`config.mk`:
```
export PLATFORM = sky130hd
export DESIGN_NAME = bus_off_rcvr_ctrl
export DESIGN_NICKNAME = d
export VERILOG_FILES = /design/src/rtl/bus_off_rcvr_ctrl.sv
export SDC_FILE = /design/constraint.sdc
export NUM_CORES = 1
export LEC_CHECK = 0
export CORE_MARGIN = 2
export CORE_UTILIZATION = 40
export CTS_BUF_LIST = sky130_fd_sc_hd__clkbuf_8
export DETAILED_ROUTE_END_ITERATION = 8
export GPL_ROUTABILITY_DRIVEN = 0
export HOLD_SLACK_MARGIN = 0.15
export PLACE_DENSITY = 0.67
export REMOVE_ABC_BUFFERS = 1
export SYNTH_ARGS = -nofsm -noshare
export SYNTH_HDL_FRONTEND = slang
export SYNTH_SLANG_ARGS = --single-unit
```
`constraint.sdc`:
```
create_clock -name i_clk -period 1.35 [get_ports i_clk]
set_input_delay 0.2025 -clock i_clk [delete_from_list [all_inputs] [get_ports i_clk]]
set_output_delay 0.2025 -clock i_clk [all_outputs]
set_load 0.05 [all_outputs]
```
`src/rtl/bus_off_rcvr_ctrl.sv`:
```
// Bus-off recovery sequencer.
// While the node is bus-off, this block counts runs of consecutive recessive
// bits. Once enough complete runs have been seen, and the host permits it,
// it pulses init_err_st to the error/overload frame generator. It then waits
// for bus_off_sts to drop. If bus_off_sts does not drop in time, it re-issues
// the pulse.
module bus_off_rcvr_ctrl #(
  parameter int RCSV_LEN = 11,   // recessive bits per completed sequence
  parameter int SEQ_REQ  = 128,  // completed sequences required before recovery
  parameter int SEQ_W    = 8,    // width of sequence counter (holds SEQ_REQ)
  parameter int CLR_TMO  = 7     // cycles allowed for bus_off_sts to drop
) (
  input  logic             i_clk,
  input  logic             i_g_rst,
  input  logic             i_bus_off_sts,
  input  logic             i_sampled_bit,
  input  logic             i_smpl_en,
  input  logic             i_auto_rcvr_en,
  input  logic             i_rcvr_req,
  output logic             o_init_err_st,
  output logic             o_rcvr_busy,
  output logic             o_rcvr_done,
  output logic             o_rcvr_retry,
  output logic [SEQ_W-1:0] o_seq_cnt,
  output logic [3:0]       o_rcsv_cnt
);

  localparam int TMR_W = $clog2(CLR_TMO + 1);

  // Last legal value of each counter before it rolls over or triggers.
  localparam logic [3:0]       RCSV_LAST = 4'(RCSV_LEN - 1);
  localparam logic [SEQ_W-1:0] SEQ_LAST  = SEQ_W'(SEQ_REQ - 1);
  localparam logic [SEQ_W-1:0] SEQ_FULL  = SEQ_W'(SEQ_REQ);
  localparam logic [TMR_W-1:0] TMR_LAST  = TMR_W'(CLR_TMO - 1);

  typedef enum logic [2:0] {
    ST_IDLE       = 3'd0,
    ST_WAIT_REQ   = 3'd1,
    ST_COUNT      = 3'd2,
    ST_INIT_PULSE = 3'd3,
    ST_WAIT_CLR   = 3'd4
  } state_t;

  state_t           r_state;
  state_t           w_state_nxt;
  logic [3:0]       r_rcsv_cnt;
  logic [3:0]       w_rcsv_nxt;
  logic [SEQ_W-1:0] r_seq_cnt;
  logic [SEQ_W-1:0] w_seq_nxt;
  logic [TMR_W-1:0] r_tmr;
  logic [TMR_W-1:0] w_tmr_nxt;
  logic             r_auto_d;
  logic             w_auto_rise;
  logic             r_init_err_st;
  logic             w_init_nxt;
  logic             r_rcvr_busy;
  logic             w_busy_nxt;
  logic             r_rcvr_done;
  logic             w_done_nxt;
  logic             r_rcvr_retry;
  logic             w_retry_nxt;

  // auto_rcvr_en is edge-sensitive only while waiting for a host request.
  assign w_auto_rise = i_auto_rcvr_en & ~r_auto_d;

  // Next-state, counter and output-pulse decode.
  always_comb begin
    w_state_nxt = r_state;
    w_rcsv_nxt  = r_rcsv_cnt;
    w_seq_nxt   = r_seq_cnt;
    w_tmr_nxt   = r_tmr;
    w_done_nxt  = 1'b0;
    w_retry_nxt = 1'b0;

    case (r_state)
      ST_IDLE: begin
        w_rcsv_nxt = 4'd0;
        w_seq_nxt  = '0;
        w_tmr_nxt  = '0;
        if (i_bus_off_sts) begin
          if (i_auto_rcvr_en) begin
            w_state_nxt = ST_COUNT;
          end else begin
            w_state_nxt = ST_WAIT_REQ;
          end
        end else begin
          w_state_nxt = ST_IDLE;
        end
      end

      ST_WAIT_REQ: begin
        w_rcsv_nxt = 4'd0;
        w_seq_nxt  = '0;
        w_tmr_nxt  = '0;
        if (!i_bus_off_sts) begin
          w_state_nxt = ST_IDLE;
        end else if (i_rcvr_req || w_auto_rise) begin
          w_state_nxt = ST_COUNT;
        end else begin
          w_state_nxt = ST_WAIT_REQ;
        end
      end

      ST_COUNT: begin
        // An external clear beats a coincident bit strobe.
        if (!i_bus_off_sts) begin
          w_state_nxt = ST_IDLE;
          w_rcsv_nxt  = 4'd0;
          w_seq_nxt   = '0;
        end else if (i_smpl_en) begin
          if (!i_sampled_bit) begin
            w_rcsv_nxt = 4'd0;
          end else if (r_rcsv_cnt < RCSV_LAST) begin
            w_rcsv_nxt = r_rcsv_cnt + 4'd1;
          end else begin
            // The run is complete. The next run starts from zero, so runs never overlap.
            w_rcsv_nxt = 4'd0;
            if (r_seq_cnt >= SEQ_LAST) begin
              w_seq_nxt   = SEQ_FULL;
              w_state_nxt = ST_INIT_PULSE;
            end else begin
              w_seq_nxt = r_seq_cnt + SEQ_W'(1);
            end
          end
        end else begin
          w_state_nxt = ST_COUNT;
        end
      end

      ST_INIT_PULSE: begin
        w_state_nxt = ST_WAIT_CLR;
        w_rcsv_nxt  = 4'd0;
        w_seq_nxt   = '0;
        w_tmr_nxt   = '0;
      end

      ST_WAIT_CLR: begin
        if (!i_bus_off_sts) begin
          w_state_nxt = ST_IDLE;
          w_done_nxt  = 1'b1;
          w_tmr_nxt   = '0;
        end else if (r_tmr >= TMR_LAST) begin
          w_state_nxt = ST_INIT_PULSE;
          w_retry_nxt = 1'b1;
          w_tmr_nxt   = '0;
        end else begin
          w_tmr_nxt = r_tmr + TMR_W'(1);
        end
      end

      default: begin
        w_state_nxt = ST_IDLE;
        w_rcsv_nxt  = 4'd0;
        w_seq_nxt   = '0;
        w_tmr_nxt   = '0;
      end
    endcase

    // Outputs are decoded from the next state, so the registers reflect the state on entry.
    w_init_nxt = (w_state_nxt == ST_INIT_PULSE);
    w_busy_nxt = (w_state_nxt == ST_COUNT) || (w_state_nxt == ST_INIT_PULSE) ||
                 (w_state_nxt == ST_WAIT_CLR);
  end

  // State, counter and registered-output update with synchronous reset.
  always_ff @(posedge i_clk) begin
    if (i_g_rst) begin
      r_state       <= ST_IDLE;
      r_rcsv_cnt    <= 4'd0;
      r_seq_cnt     <= '0;
      r_tmr         <= '0;
      r_auto_d      <= 1'b0;
      r_init_err_st <= 1'b0;
      r_rcvr_busy   <= 1'b0;
      r_rcvr_done   <= 1'b0;
      r_rcvr_retry  <= 1'b0;
    end else begin
      r_state       <= w_state_nxt;
      r_rcsv_cnt    <= w_rcsv_nxt;
      r_seq_cnt     <= w_seq_nxt;
      r_tmr         <= w_tmr_nxt;
      r_auto_d      <= i_auto_rcvr_en;
      r_init_err_st <= w_init_nxt;
      r_rcvr_busy   <= w_busy_nxt;
      r_rcvr_done   <= w_done_nxt;
      r_rcvr_retry  <= w_retry_nxt;
    end
  end

  assign o_init_err_st = r_init_err_st;
  assign o_rcvr_busy   = r_rcvr_busy;
  assign o_rcvr_done   = r_rcvr_done;
  assign o_rcvr_retry  = r_rcvr_retry;
  assign o_seq_cnt     = r_seq_cnt;
  assign o_rcsv_cnt    = r_rcsv_cnt;

endmodule

```
* Word level (Yosys, flattened, before mapping)
Cells that the tools add are included.
Storage, ports and cells: register bits after elaboration 23
Operators by class: equal/unequal tests 10, $lt $le $gt $ge 3, reduce and logical (&&, ||, !) cells 8, $add $sub $neg 3, multiplexer cells 28, bitwise logic cells 4
Operators with widths (number):
- 2-to-1 mux 8 bit | 5
- 2-to-1 mux 3 bit | 10
- 2-to-1 mux 4 bit | 4
- case mux 8 bit (2 select lines) | 1
- case mux 3 bit (5 select lines) | 1
- == test 3 x 2 -> 1 bit (second input constant) | 4
- inequality test 3 bit (second input constant) | 3
- adder 8 x 1 -> 8 bit (second input constant) | 1
- >= comparator 8 x 7 -> 1 bit (second input constant) | 1
- case mux 4 bit (2 select lines) | 1
- == test 3 bit (second input constant) | 2
- 2-to-1 mux 2 bit | 3
- case mux 3 bit (2 select lines) | 1
- adder 4 x 1 -> 4 bit (second input constant) | 1
- < comparator 4 bit (second input constant) | 1
- AND reduction 4 bit | 1
- adder 3 x 1 -> 3 bit (second input constant) | 1
- == test 3 x 1 -> 1 bit (second input constant) | 1
- >= comparator 3 bit (second input constant) | 1
- zero test 3 bit | 1
- logical OR 1 bit | 3
- inverter 1 bit | 3
- OR reduction 3 bit | 1
- 2-to-1 mux 1 bit | 2
- 3 further kinds | 3

* Logic depth before layout (Yosys ltp)
Gate-level depths: netlist of the first run.
depth in word-level cells 10, depth in mapped cells 6, gate-level depth less buffers 6

* Least setup slack after synthesis of the first run
Ideal clock, no wire load.
path type reg2reg, start point reg r_rcsv_cnt[1] (netlist: o_rcsv_cnt[1]), end point reg r_seq_cnt[4] (netlist: o_seq_cnt[4]), stages on the path, launching flop included 6, arrival 1.745 ns, slack -0.462 ns, required time 1.283 ns, library setup time 0.067 ns, path through dfxtp_1 o211a_1 nor3_1 buf_6 or4_4 a21oi_2
Between the ends: word-level cells in the longest chain between the ends 3
RTL lines:
- from (decl) | RTL line 46 | logic [3:0] r_rcsv_cnt;
- from (signal assigned) | RTL line 179 | r_rcsv_cnt <= w_rcsv_nxt;
- < comparator 4 bit | RTL line 113 | end else if (r_rcsv_cnt < RCSV_LAST) begin
- inequality test 3 bit (no source line)
- AND reduction 4 bit (no source line)
- to (signal assigned) | RTL line 180 | r_seq_cnt <= w_seq_nxt;
- to (decl) | RTL line 48 | logic [SEQ_W-1:0] r_seq_cnt;
No other way between the ends. A chain may end at the register's enable or synchronous reset.

* Final worst setup path of the first run
start point reg r_state[2], end point reg r_seq_cnt[3] (netlist: o_seq_cnt[3])
Between the ends: word-level cells in the longest chain between the ends 3
RTL lines:
- from (decl) | RTL line 44 | state_t r_state;
- from (signal assigned) | RTL line 178 | r_state <= w_state_nxt;
- == test 3 x 2 -> 1 bit or == test 3 bit (tied branches) | RTL line 75 | case (r_state)
- inequality test 3 bit (no source line) or inverter 1 bit (tied branches)
- AND reduction 4 bit (no source line)
Several ways; a longest one is shown, not always the timed one.

==> impl_summary.log, run 1 <==
INFO  metric reg2regPathDepth = 5
INFO  metric synth_xor_xnor_area_share = less than 1%
INFO  metric grt_antenna_before_repair = 0
INFO  metric outcome = complete, but fails checks
INFO  metric power.share.combinational = between 15 and 20%
INFO  metric seq_power_share = between 50% and 60%
INFO  metric holdWs = around 0.48 ns
INFO  metric slew_viol_final = 0
INFO  metric boundary_pin_count = 23
INFO  metric timing.final.setup_violations = 13
INFO  metric antennaDiodeCount = 0
INFO  metric post_synth_main_area_contributors = sky130_fd_sc_hd__dfxtp_1, sky130_fd_sc_hd__a21oi_1, sky130_fd_sc_hd__ha_1
INFO  metric ys_seq_area_share = approximately two fifths
INFO  metric cp_data_arrival_time = ~1.7 ns
INFO  metric finalNetCount = approximately 210
INFO  metric synth.lib_cells_used.distinct = 42
INFO  metric timing_hold_violations_final = 0
INFO  metric cts_root_buffer = sky130_fd_sc_hd__clkbuf_8
INFO  metric post-synth-top-area-fraction = between 30% and 40%
INFO  metric yosys-top-cells-count = sky130_fd_sc_hd__dfxtp_1, sky130_fd_sc_hd__a21oi_1, sky130_fd_sc_hd__nor2_1
INFO  metric asyncSetResetFlopFracSynth = 0%
INFO  metric regToRegSetupSlack = -0.13 ns
INFO  metric number_of_optimization_iterations_in_the_first_detailed_route_pass = 4
INFO  metric placed_area = approximately 1900 sq um
INFO  metric clock.fmax = 675.7 MHz
INFO  metric setup_slack = -0.1299 ns
INFO  metric tightest_slew = 0.3899 ns
INFO  metric layoutNonFillerInstCount = roughly 230
INFO  metric yosys_warnings = 0
INFO  metric crit_type = flip-flop to flip-flop
INFO  metric postSynthRegisterBits = 23
INFO  metric reg_to_reg_end = o_seq_cnt[3]
INFO  metric post-place-ws = -0.5451 ns
INFO  metric worst_hold_startpoint = i_bus_off_sts
INFO  metric share_clk_of_total_power = between 30 and 40%
INFO  metric synth_compound_area_share = around a quarter
INFO  metric fill_cells = about 170
INFO  metric floorplan.core_area = roughly 2800 sq um
INFO  metric synth-edff-count = 0
INFO  metric slew_headroom = about three quarters
INFO  metric io_buffers = 22
INFO  metric synth.avg_cell_area = about 9.0 sq um
INFO  metric total_power = roughly 1.4 mW
INFO  metric vias_in_the_first_global_route = approximately 1,400
INFO  metric grt.overflow.total = 0
INFO  metric drt_iter0_drc = 56
INFO  metric post_route_clock_period_utilization = 109.6%
INFO  metric post_synth_inst_count = 129
INFO  metric globalRouteTotalUtil = 24.09%
INFO  metric seq_area = a little under 500 sq um
INFO  metric peak_ir_drop_on_the_vdd_network = about 0.61 mV
INFO  metric initial_core_util = between 40% and 50%
INFO  metric num_cts_buffers = 3
INFO  metric holdPathEnd = o_rcvr_done
INFO  metric dp.cells = about 220
INFO  metric pwr_density_cell = approximately 620 nW/um^2
INFO  metric timing.clock.skew = about 0.008 ns
INFO  metric switching_power = 0.3587 mW
INFO  metric mappedNetlistArea = 1161 sq um
INFO  metric area_of_the_die = ~3300 sq um
INFO  metric post-synth-top-count-cell = sky130_fd_sc_hd__dfxtp_1
INFO  metric dieHeight = 57.88 microns
INFO  metric layout-area-overhead-vs-synth = 88.47%
INFO  metric routed_wire_length_per_instance = between 15 and 20 microns
INFO  metric synth-simple-area-share = a little over a quarter
INFO  metric hold_path_depth = 2
INFO  metric timing.critical_path.from_type = flip-flop
INFO  metric antenna_left = 0
INFO  metric finalWorstPathRequiredPeriod = 1.480 ns
INFO  metric clock-sinks = 23
INFO  metric wirelength = 3.882 mm
INFO  metric multi_input_area = approximately 820 sq um
INFO  metric cts.reportedPaths.clkPinSlew = roughly 0.09 ns
INFO  metric grt_pass1_wl = 6.203 mm
INFO  metric grt_setup_unrepaired = true
INFO  metric layout.core_utilization = 79.36%
INFO  metric crit_path_max_fanout = 10
INFO  metric route.detailed.drc = 0
INFO  metric muxShareOfSynthArea = 0%
INFO  metric min-delay-path-class = primary input to flip-flop
INFO  metric die_w = about 58 microns
INFO  metric maxCapViolations = 0
INFO  metric grt_max_degree = 14
INFO  metric layout-drive-gt1-share = a little over half
INFO  metric cts.htree.levels = 1
INFO  metric totalNegativeSetupSlack = -0.9358 ns
INFO  metric post-route-cell-area = between 2000 and 2500 sq um
INFO  metric clockBufferDepth = 2
INFO  metric hpwlAfterDp = approximately 2.4 mm
INFO  metric critical_path_required = 1.57 ns
INFO  metric rows = 19
INFO  metric leakagePower = between 0.8 and 0.9 nW
INFO  metric setup.worst_path.end_class = flip-flop
INFO  metric timing.rr.start = r_state[2]
INFO  metric synthAdderAreaFrac = under 10%
INFO  metric routed-via-count = approximately 1,300
INFO  metric switching_portion_of_total_power = a little over a quarter
INFO  metric clock_latency_reported_for_the_late_side_of_the_worst_skew_pair = about 0.28 ns
INFO  metric cts_tree = yes
INFO  metric synth.largest_area_cell = sky130_fd_sc_hd__dfxtp_1
INFO  metric synth_top_family_by_area = simple AND/OR/NAND/NOR gates
INFO  metric failing_checks = setup timing
INFO  metric internal_power = about 1.0 mW
INFO  metric viasPerCell = 5.802
INFO  metric yosys_most_used_dff = sky130_fd_sc_hd__dfxtp_1
[how the worst max path moves through the flow]
stage	from	endpoint	slack, ns
CTS	r_state[2]	o_seq_cnt[5]	-0.09
global placement	i_bus_off_sts	o_seq_cnt[6]	-0.48
finish	r_state[2]	o_seq_cnt[3]	-0.13
global route	r_state[0]	r_tmr[2]	-0.17
floorplan	o_rcsv_cnt[1]	o_seq_cnt[4]	-0.45
detailed placement	i_bus_off_sts	o_seq_cnt[6]	-0.55
[power by group through the flow]
stage	Clock [mW]	Sequential [mW]	Combinational (mW)
final	0.454	0.695	0.211
after detailed placement	0	0.713	0.169
after floorplan	0	0.733	0.0479
after global routing	0.492	0.696	0.225
after global placement	0	0.713	0.163
after CTS	0.451	0.694	0.195
[routing by layer]
| layer | global-route usage, % | share of wire, % | up-vias |
|---|---|---|---|
| met1 | 28.81 | 41 | 626 |
| met4 | 8.638 | 2.1 | 0 |
| met3 | 3.348 | 5.3 | 12 |
| met5 | 0 | 0 | - |
| li1 | - | - | 626 |
| met2 | 43.67 | 51 | 53 |
[cell type report]
type | count | area share, %
repair buffers | 68 | 36.08
multi-input cells | 98 | 37.56
inverters | 3 | 0.5146
clock inverters | 1 | 0.2287
well taps | 31 | 1.772
flip-flops and latches | 23 | 21.96
clock buffers | 3 | 1.887
[registers in the layout (all words and copies together) (netlist names), 3 cells and up]
name        count
o_rcsv_cnt      4
o_seq_cnt       8
r_state         3
r_tmr           3
[critical path: stages (launching register included)]
cell and delay, ns:
sky130_fd_sc_hd__dfxtp_4 0.38, sky130_fd_sc_hd__nand4bb_4 0.16, sky130_fd_sc_hd__a21oi_4 0.08, sky130_fd_sc_hd__buf_12 0.14, sky130_fd_sc_hd__or4_4 0.51, sky130_fd_sc_hd__a21oi_2 0.15
[cell usage in the layout, fill, tap and decap left out, types with 2 or more instances in the layout]
| cell type | n |
|---|---|
| sky130_fd_sc_hd__a21oi_2 | 5 |
| sky130_fd_sc_hd__a211oi_1 | 2 |
| sky130_fd_sc_hd__or4_4 | 2 |
| sky130_fd_sc_hd__buf_6 | 7 |
| sky130_fd_sc_hd__a211oi_2 | 2 |
| sky130_fd_sc_hd__nor2_1 | 10 |
| sky130_fd_sc_hd__or3_1 | 2 |
| sky130_fd_sc_hd__dlygate4sd2_1 | 2 |
| sky130_fd_sc_hd__dfxtp_2 | 7 |
| sky130_fd_sc_hd__inv_1 | 3 |
| sky130_fd_sc_hd__o21a_1 | 2 |
| sky130_fd_sc_hd__nand3b_1 | 3 |
| sky130_fd_sc_hd__nand2_1 | 6 |
| sky130_fd_sc_hd__buf_4 | 36 |
| sky130_fd_sc_hd__ha_1 | 3 |
| sky130_fd_sc_hd__nand3_1 | 3 |
| sky130_fd_sc_hd__and4bb_2 | 2 |
| sky130_fd_sc_hd__clkbuf_8 | 3 |
| sky130_fd_sc_hd__nand3_2 | 2 |
| sky130_fd_sc_hd__o31ai_1 | 2 |
| sky130_fd_sc_hd__buf_12 | 19 |
| sky130_fd_sc_hd__nand2b_1 | 2 |
| sky130_fd_sc_hd__clkdlybuf4s50_1 | 3 |
| sky130_fd_sc_hd__o21ai_1 | 3 |
| sky130_fd_sc_hd__a21oi_1 | 10 |
| sky130_fd_sc_hd__dfxtp_4 | 3 |
| sky130_fd_sc_hd__nand2b_4 | 2 |
| sky130_fd_sc_hd__o21ai_0 | 5 |
| sky130_fd_sc_hd__dfxtp_1 | 13 |
[cell families after synthesis]
logic type,after synthesis
buf+inv,8
xor+xnor,1
flops,23
fa+ha+maj,4
compound gates,44
simple gates,49
[timing repair]
action                                  in CTS  in global routing
hold buffers                                 0                  0
gates resized for setup                     21                 33
gates cloned                                 0                  0
pin swaps                                    8                 10
endpoints found under the hold margin        0                  0
endpoints found under the setup margin      16                 18
setup buffers                                6                  0
No activity file was read; power rests on OpenSTA's default activity.
==> run 2, diff against run 1 <==
--- a/config.mk
+++ b/config.mk
@@ -5,6 +5,8 @@
 export SDC_FILE = /design/constraint.sdc
 export NUM_CORES = 1
 export LEC_CHECK = 0
+export CAP_MARGIN = 20
+export CORE_ASPECT_RATIO = 0.6
 export CORE_MARGIN = 2
 export CORE_UTILIZATION = 40
 export CTS_BUF_LIST = sky130_fd_sc_hd__clkbuf_8
==> impl_summary.log, run 2 (synthesis gave the netlist of run 1 again) <==
INFO  metric outcome = complete, but fails checks (unchanged)
INFO  metric failing_checks = DRC, setup timing (was setup timing)
INFO  metric fill_cells = 144 (was 167)
INFO  metric min-delay-path-class = primary input to flip-flop (unchanged)
INFO  metric number_of_stages_on_the_worst_setup_path = 5 (unchanged)
INFO  metric globalRouteTotalUtil = 30.29% (was 24.09%)
INFO  metric cts.reportedPaths.clkPinSlew = 0.09 ns (about the same)
INFO  metric clock_latency_reported_for_the_late_side_of_the_worst_skew_pair = 0.28 ns (about the same)
INFO  metric slew_viol_final = 0 (unchanged)
INFO  metric cts_tree = yes (unchanged)
INFO  metric cp_data_arrival_time = 1.76 ns (was 1.70 ns)
INFO  metric reg2regPathDepth = 5 (unchanged)
INFO  metric clock.fmax = 647.7 MHz (was 675.7 MHz)
INFO  metric wirelength = 5.404 mm (was 3.882 mm)
INFO  metric io_buffers = 22 (unchanged)
INFO  metric peak_ir_drop_on_the_vdd_network = 0.4849 mV (was 0.6062 mV)
INFO  metric critical_path_required = 1.56 ns (was 1.57 ns)
INFO  metric number_of_optimization_iterations_in_the_first_detailed_route_pass = 8 (was 4)
INFO  metric setup.worst_path.end_class = flip-flop (unchanged)
INFO  metric timing.clock.skew = 0.005523 ns (was 0.007817 ns)
INFO  metric hpwlAfterDp = 2.639 mm (was 2.400 mm)
INFO  metric drt_iter0_drc = 110 (was 56)
INFO  metric cts_root_buffer = sky130_fd_sc_hd__clkbuf_8 (unchanged)
INFO  metric routed_wire_length_per_instance = 22.80 microns (was 17.10 microns)
INFO  metric setup.worst_path.end = r_tmr[2] (was o_seq_cnt[3])
INFO  metric critical_path.top_delay_family = simple AND/OR/NAND/NOR gates (unchanged)
INFO  metric crit_path_cell_trace = buf_4, and4bb_2, nand2b_4, or3b_4, a21oi_2 (was nand4bb_4, a21oi_4, buf_12, or4_4, a21oi_2)
INFO  metric clock-sinks = 23 (unchanged)
INFO  metric setup_slack = -0.1939 ns (was -0.1299 ns)
INFO  metric initial_core_util = 41.24% (was 42.11%)
INFO  metric crit_path_max_fanout = 6 (was 10)
INFO  metric grt_setup_unrepaired = true (unchanged)
INFO  metric grt_antenna_before_repair = 0 (unchanged)
INFO  metric antennaDiodeCount = 0 (unchanged)
INFO  metric grt.overflow.total = 0 (unchanged)
INFO  metric largest_register_ffs = 8 (unchanged)
INFO  metric slew_headroom = 70.33% (was 73.92%)
INFO  metric timing.final.setup_violations = 16 (was 13)
INFO  metric rows = 15 (was 19)
INFO  metric regToRegSetupSlack = -0.19 ns (was -0.13 ns)
INFO  metric num_cts_buffers = 3 (unchanged)
INFO  metric viasPerCell = 6.523 (was 5.802)
INFO  metric reg_to_reg_end = r_tmr[2] (was o_seq_cnt[3])
INFO  metric maxCapViolations = 0 (unchanged)
INFO  metric mostFrequentLayoutCell = sky130_fd_sc_hd__buf_4 (unchanged)
INFO  metric vias_in_the_first_global_route = 1,433 (was 1,361)
INFO  metric pwr_density_cell = 594.2 nW/um^2 (was 621.5 nW/um^2)
INFO  metric critPathMaxStageDelay = 0.39 ns (was 0.51 ns)
INFO  metric timing.critical_path.from_type = flip-flop (unchanged)
INFO  metric dieHeight = 45.74 microns (was 57.88 microns)
INFO  metric die_w = 73.56 microns (was 57.88 microns)
INFO  metric boundary_pin_count = 23 (unchanged)
INFO  metric antenna_left = 0 (unchanged)
INFO  metric clockBufferDepth = 2 (unchanged)
INFO  metric crit_slowest_cell = sky130_fd_sc_hd__dfxtp_4 (was sky130_fd_sc_hd__or4_4)
INFO  metric finalNetCount = 215 (was 208)
INFO  metric route.detailed.drc = 3 (was 0)
INFO  metric cts.htree.levels = 1 (unchanged)
INFO  metric grt_pass1_wl = 7.376 mm (was 6.203 mm)
INFO  metric area_of_the_die = 3364 sq um (was 3350 sq um)
INFO  metric crit_type = flip-flop to flip-flop (unchanged)
INFO  metric tightest_slew = 0.4450 ns (was 0.3899 ns)
INFO  metric floorplan.core_area = 2815 sq um (was 2758 sq um)
INFO  metric leakagePower = 0.8722 nW (was 0.8443 nW)
INFO  metric holdWs = 0.4106 ns (was 0.4802 ns)
INFO  metric worstSetupStartpoint = r_state[2] (unchanged)
INFO  metric layout-drive-gt1-share = 61.58% (was 53.57%)
INFO  metric timing.critical_path.buf_inv = 1 (unchanged)
INFO  metric finalWorstPathRequiredPeriod = 1.544 ns (was 1.480 ns)
INFO  metric routed-via-count = 1,546 (was 1,317)
INFO  metric timing_hold_violations_final = 0 (unchanged)
INFO  metric post_route_clock_period_utilization = 114.4% (was 109.6%)
INFO  metric post-place-ws = -0.5612 ns (was -0.5451 ns)
INFO  metric timing.rr.start = r_state[2] (unchanged)
INFO  metric layout-area-overhead-vs-synth = 100.8% (was 88.47%)
INFO  metric final_cell_mix = sky130_fd_sc_hd__buf_4, sky130_fd_sc_hd__buf_12 (was sky130_fd_sc_hd__buf_4, sky130_fd_sc_hd__buf_12, sky130_fd_sc_hd__dfxtp_1)
INFO  metric grt_max_degree = 14 (unchanged)
-- run 2: cell types whose count changed in the layout (fill, tap and decap cells not counted), moves of 2 or more --
cell,before,now
sky130_fd_sc_hd__a21oi_1,10,8
sky130_fd_sc_hd__a21oi_2,5,8
sky130_fd_sc_hd__buf_12,19,16
sky130_fd_sc_hd__buf_4,36,42
sky130_fd_sc_hd__buf_6,7,10
sky130_fd_sc_hd__dfxtp_1,13,10
sky130_fd_sc_hd__dfxtp_2,7,10
-- run 2: layout make-up --
type	count	area [sq um]	area share, %
inverter	3	11.26	0.4831
multi-input combinational	99	942.2	40.42
tap	34	42.54	1.825
clock inverter	1	5.005	0.2147
timing repair buffer	74	804.5	34.51
clock buffer	3	41.29	1.771
sequential	23	484.2	20.77
-- run 2: power by group --
group	switching, mW	leakage (nW)	internal, mW
logic	0.116	0.653	0.113
clock network	0.250	0.0255	0.207
registers	0.0144	0.193	0.685
-- run 2: timing repair --
| item | in CTS | in global routing |
|---|---|---|
| hold buffers | 0 | 0 |
| resized for setup | 38 | 41 |
| pin swaps | 23 | 12 |
| endpoints found under the setup margin | 17 | 21 |
| cloned | 2 | 0 |
| setup buffers | 9 | 2 |
-- run 2: how the worst min path moves through the flow --
stage	startpoint	to	slack, ns	cells after the start
final	i_bus_off_sts	o_rcvr_done	0.41	2
after global routing	i_bus_off_sts	o_rcvr_done	0.45	2
after CTS	i_bus_off_sts	o_rcvr_done	0.37	2
after detailed placement	o_seq_cnt[2]	o_seq_cnt[2]	0.57	2
after global placement	r_tmr[2]	r_tmr[2]	0.55	2
after floorplan	i_g_rst	r_state[2]	0.27	1
-- run 2: per-stage QoR --
stage	cells	area [sq um]	utilization, %	TNS [ns]	power, mW
after floorplan	124	1131	-	-3.564	0.7805
after global placement	221	1862	66.13	-6.324	0.8714
after detailed placement	221	1862	66.13	-7.556	0.8766
after CTS	236	2142	76.09	-0.5768	1.326
after global routing	237	2331	82.80	-2.478	1.409
final	237	2331	82.80	-1.709	1.385
-- run 2: metal layers --
| metal | routed length [microns] | vias to the layer above | GRT usage, % |
|---|---|---|---|
| li1 | - | 642 | - |
| met4 | 242 | 0 | 9.455 |
| met2 | 2422 | 120 | 52.32 |
| met3 | 532 | 36 | 7.743 |
| met1 | 2207 | 748 | 37.69 |
| met5 | 0 | - | 0 |
-- run 2: worst register-to-register path, cell delays in order, from the launching register on --
cell                       delay [ns]
sky130_fd_sc_hd__dfxtp_4         0.39
sky130_fd_sc_hd__buf_4           0.17
sky130_fd_sc_hd__and4bb_2        0.33
sky130_fd_sc_hd__nand2b_4        0.08
sky130_fd_sc_hd__or3b_4          0.38
sky130_fd_sc_hd__a21oi_2         0.14
==> run 3, diff against run 2 <==
--- a/config.mk
+++ b/config.mk
@@ -15,6 +15,7 @@
 export HOLD_SLACK_MARGIN = 0.15
 export PLACE_DENSITY = 0.67
 export REMOVE_ABC_BUFFERS = 1
+export SKIP_LAST_GASP = 1
 export SYNTH_ARGS = -nofsm -noshare
 export SYNTH_HDL_FRONTEND = slang
 export SYNTH_SLANG_ARGS = --single-unit
==> impl_summary.log, run 3 (synthesis gave the netlist of run 1 again) <==
INFO  metric outcome = complete, but fails checks (unchanged)
INFO  metric failing_checks = setup timing (was DRC, setup timing)
INFO  metric routed_wire_length_per_instance = 23.50 microns (was 22.80 microns)
INFO  metric layout-area-overhead-vs-synth = 100.8% (unchanged)
INFO  metric viasPerCell = 6.414 (was 6.523)
INFO  metric hpwlAfterDp = 2.639 mm (unchanged)
INFO  metric cts_tree = yes (unchanged)
INFO  metric number_of_optimization_iterations_in_the_first_detailed_route_pass = 4 (was 8)
INFO  metric grt_pass1_wl = 7.169 mm (was 7.376 mm)
INFO  metric grt_setup_unrepaired = true (unchanged)
INFO  metric mostFrequentLayoutCell = sky130_fd_sc_hd__buf_4 (unchanged)
INFO  metric grt_antenna_before_repair = 0 (unchanged)
INFO  metric crit_path_max_fanout = 7 (was 6)
INFO  metric peak_ir_drop_on_the_vdd_network = 0.4483 mV (was 0.4849 mV)
INFO  metric slew_headroom = 68.37% (was 70.33%)
INFO  metric crit_type = flip-flop to flip-flop (unchanged)
INFO  metric antenna_left = 0 (unchanged)
INFO  metric routed-via-count = 1,533 (was 1,546)
INFO  metric area_of_the_die = 3364 sq um (unchanged)
INFO  metric clockBufferDepth = 2 (unchanged)
INFO  metric largest_register_ffs = 8 (unchanged)
INFO  metric cp_data_arrival_time = 1.72 ns (was 1.76 ns)
INFO  metric setup.worst_path.end_class = flip-flop (unchanged)
INFO  metric initial_core_util = 41.24% (unchanged)
INFO  metric rows = 15 (unchanged)
INFO  metric finalWorstPathRequiredPeriod = 1.519 ns (was 1.544 ns)
INFO  metric grt_max_degree = 14 (unchanged)
INFO  metric clock-sinks = 23 (unchanged)
INFO  metric antennaDiodeCount = 0 (unchanged)
INFO  metric finalNetCount = 217 (was 215)
INFO  metric grt.overflow.total = 0 (unchanged)
INFO  metric die_w = 73.56 microns (unchanged)
INFO  metric fill_cells = 140 (was 144)
INFO  metric timing_hold_violations_final = 0 (unchanged)
INFO  metric io_buffers = 22 (unchanged)
INFO  metric dieHeight = 45.74 microns (unchanged)
INFO  metric setup_slack = -0.1691 ns (was -0.1939 ns)
INFO  metric cts.htree.levels = 1 (unchanged)
INFO  metric timing.final.setup_violations = 18 (was 16)
INFO  metric clock.fmax = 658.3 MHz (was 647.7 MHz)
INFO  metric leakagePower = 0.8846 nW (was 0.8722 nW)
INFO  metric num_cts_buffers = 3 (unchanged)
INFO  metric tightest_slew = 0.4702 ns (was 0.4450 ns)
INFO  metric clock_latency_reported_for_the_late_side_of_the_worst_skew_pair = 0.27 ns (was 0.28 ns)
INFO  metric boundary_pin_count = 23 (unchanged)
INFO  metric layout-drive-gt1-share = 61.95% (was 61.58%)
INFO  metric slew_viol_final = 0 (unchanged)
INFO  metric cts.reportedPaths.clkPinSlew = 0.09 ns (about the same)
INFO  metric timing.clock.skew = 0.003294 ns (was 0.005523 ns)
INFO  metric dp.cells = 221 (unchanged)
INFO  metric drt_iter0_drc = 176 (was 110)
INFO  metric timing.critical_path.from_type = flip-flop (unchanged)
INFO  metric min-delay-path-class = primary input to flip-flop (unchanged)
INFO  metric layout.core_utilization = 82.80% (unchanged)
INFO  metric route.detailed.drc = 0 (was 3)
INFO  metric vias_in_the_first_global_route = 1,380 (was 1,433)
INFO  metric pwr_density_cell = 592.2 nW/um^2 (was 594.2 nW/um^2)
INFO  metric globalRouteTotalUtil = 29.14% (was 30.29%)
INFO  metric cts_hold_buf = 0 (unchanged)
INFO  metric cts_root_buffer = sky130_fd_sc_hd__clkbuf_8 (unchanged)
INFO  metric maxCapViolations = 0 (unchanged)
INFO  metric post_route_clock_period_utilization = 112.5% (was 114.4%)
INFO  metric floorplan.core_area = 2815 sq um (unchanged)
INFO  metric layoutNonFillerInstCount = 239 (was 237)
INFO  metric wirelength = 5.616 mm (was 5.404 mm)
INFO  metric critical_path_required = 1.55 ns (was 1.56 ns)
INFO  metric final_cell_mix = sky130_fd_sc_hd__buf_4, sky130_fd_sc_hd__buf_12, sky130_fd_sc_hd__nor2_1, sky130_fd_sc_hd__dfxtp_1, sky130_fd_sc_hd__dfxtp_2 (was sky130_fd_sc_hd__buf_4, sky130_fd_sc_hd__buf_12)
run 3: critical path, stage by stage (launching register included):
cell                       delay (ns)
sky130_fd_sc_hd__dfxtp_4         0.37
sky130_fd_sc_hd__nand3b_1        0.22
sky130_fd_sc_hd__buf_4           0.19
sky130_fd_sc_hd__a211oi_4        0.29
sky130_fd_sc_hd__o31ai_4         0.19
sky130_fd_sc_hd__a21oi_1         0.17
run 3: per-stage QoR:
stage	setup TNS [ns]	area (sq um)	hold slack (ns)	total power [mW]	worst slack (ns)
floorplan	-3.564	1131	0.2716	0.7805	-0.4451
global placement	-6.324	1862	0.5466	0.8714	-0.4362
detailed placement	-7.556	1862	0.5660	0.8766	-0.5612
CTS	-0.5843	2136	0.3713	1.326	-0.1014
global route	-2.183	2331	0.4225	1.404	-0.2253
finish	-1.407	2331	0.4074	1.380	-0.1691
run 3: cell type report:
cell class                      count  area [sq um]  area share [%]
Multi-Input combinational cell     99         932.1           39.99
Timing Repair Buffer               76         814.5           34.94
Sequential cell                    23         484.2           20.77
Tap cell                           34         42.54           1.825
Clock buffer                        3         41.29           1.771
Inverter                            3         11.26          0.4831
Clock inverter                      1         5.005          0.2147
run 3: final timing paths:
kind | start | to | slack (ns) | cells past startpoint
worst max-delay path | r_state[2] | o_seq_cnt[2] | -0.17 | 5
worst min-delay path | i_bus_off_sts | o_rcvr_done | 0.41 | 2
worst max register to register | r_state[2] | o_seq_cnt[2] | -0.17 | 5
worst min register to register | o_seq_cnt[2] | o_seq_cnt[2] | 0.63 | 2
run 3: metal layers:
metal,vias to the layer above,GRT usage [%],wire length [microns]
met3,36,6.416,477
met5,-,0,0
met2,117,49.46,2535
met1,734,37.28,2287
li1,646,-,-
met4,0,9.818,316
run 3: report_power, final:
part           total, mW  switching [mW]  internal, mW
logic              0.226           0.115         0.111
registers          0.699          0.0139         0.685
clock network      0.456           0.249         0.207
run 3: timing repair:
item | CTS | global route
endpoints found under the setup margin | 17 | 21
buffers inserted | 9 | 4
pin swaps | 23 | 17
resized for setup | 37 | 40
cloned | 2 | 0
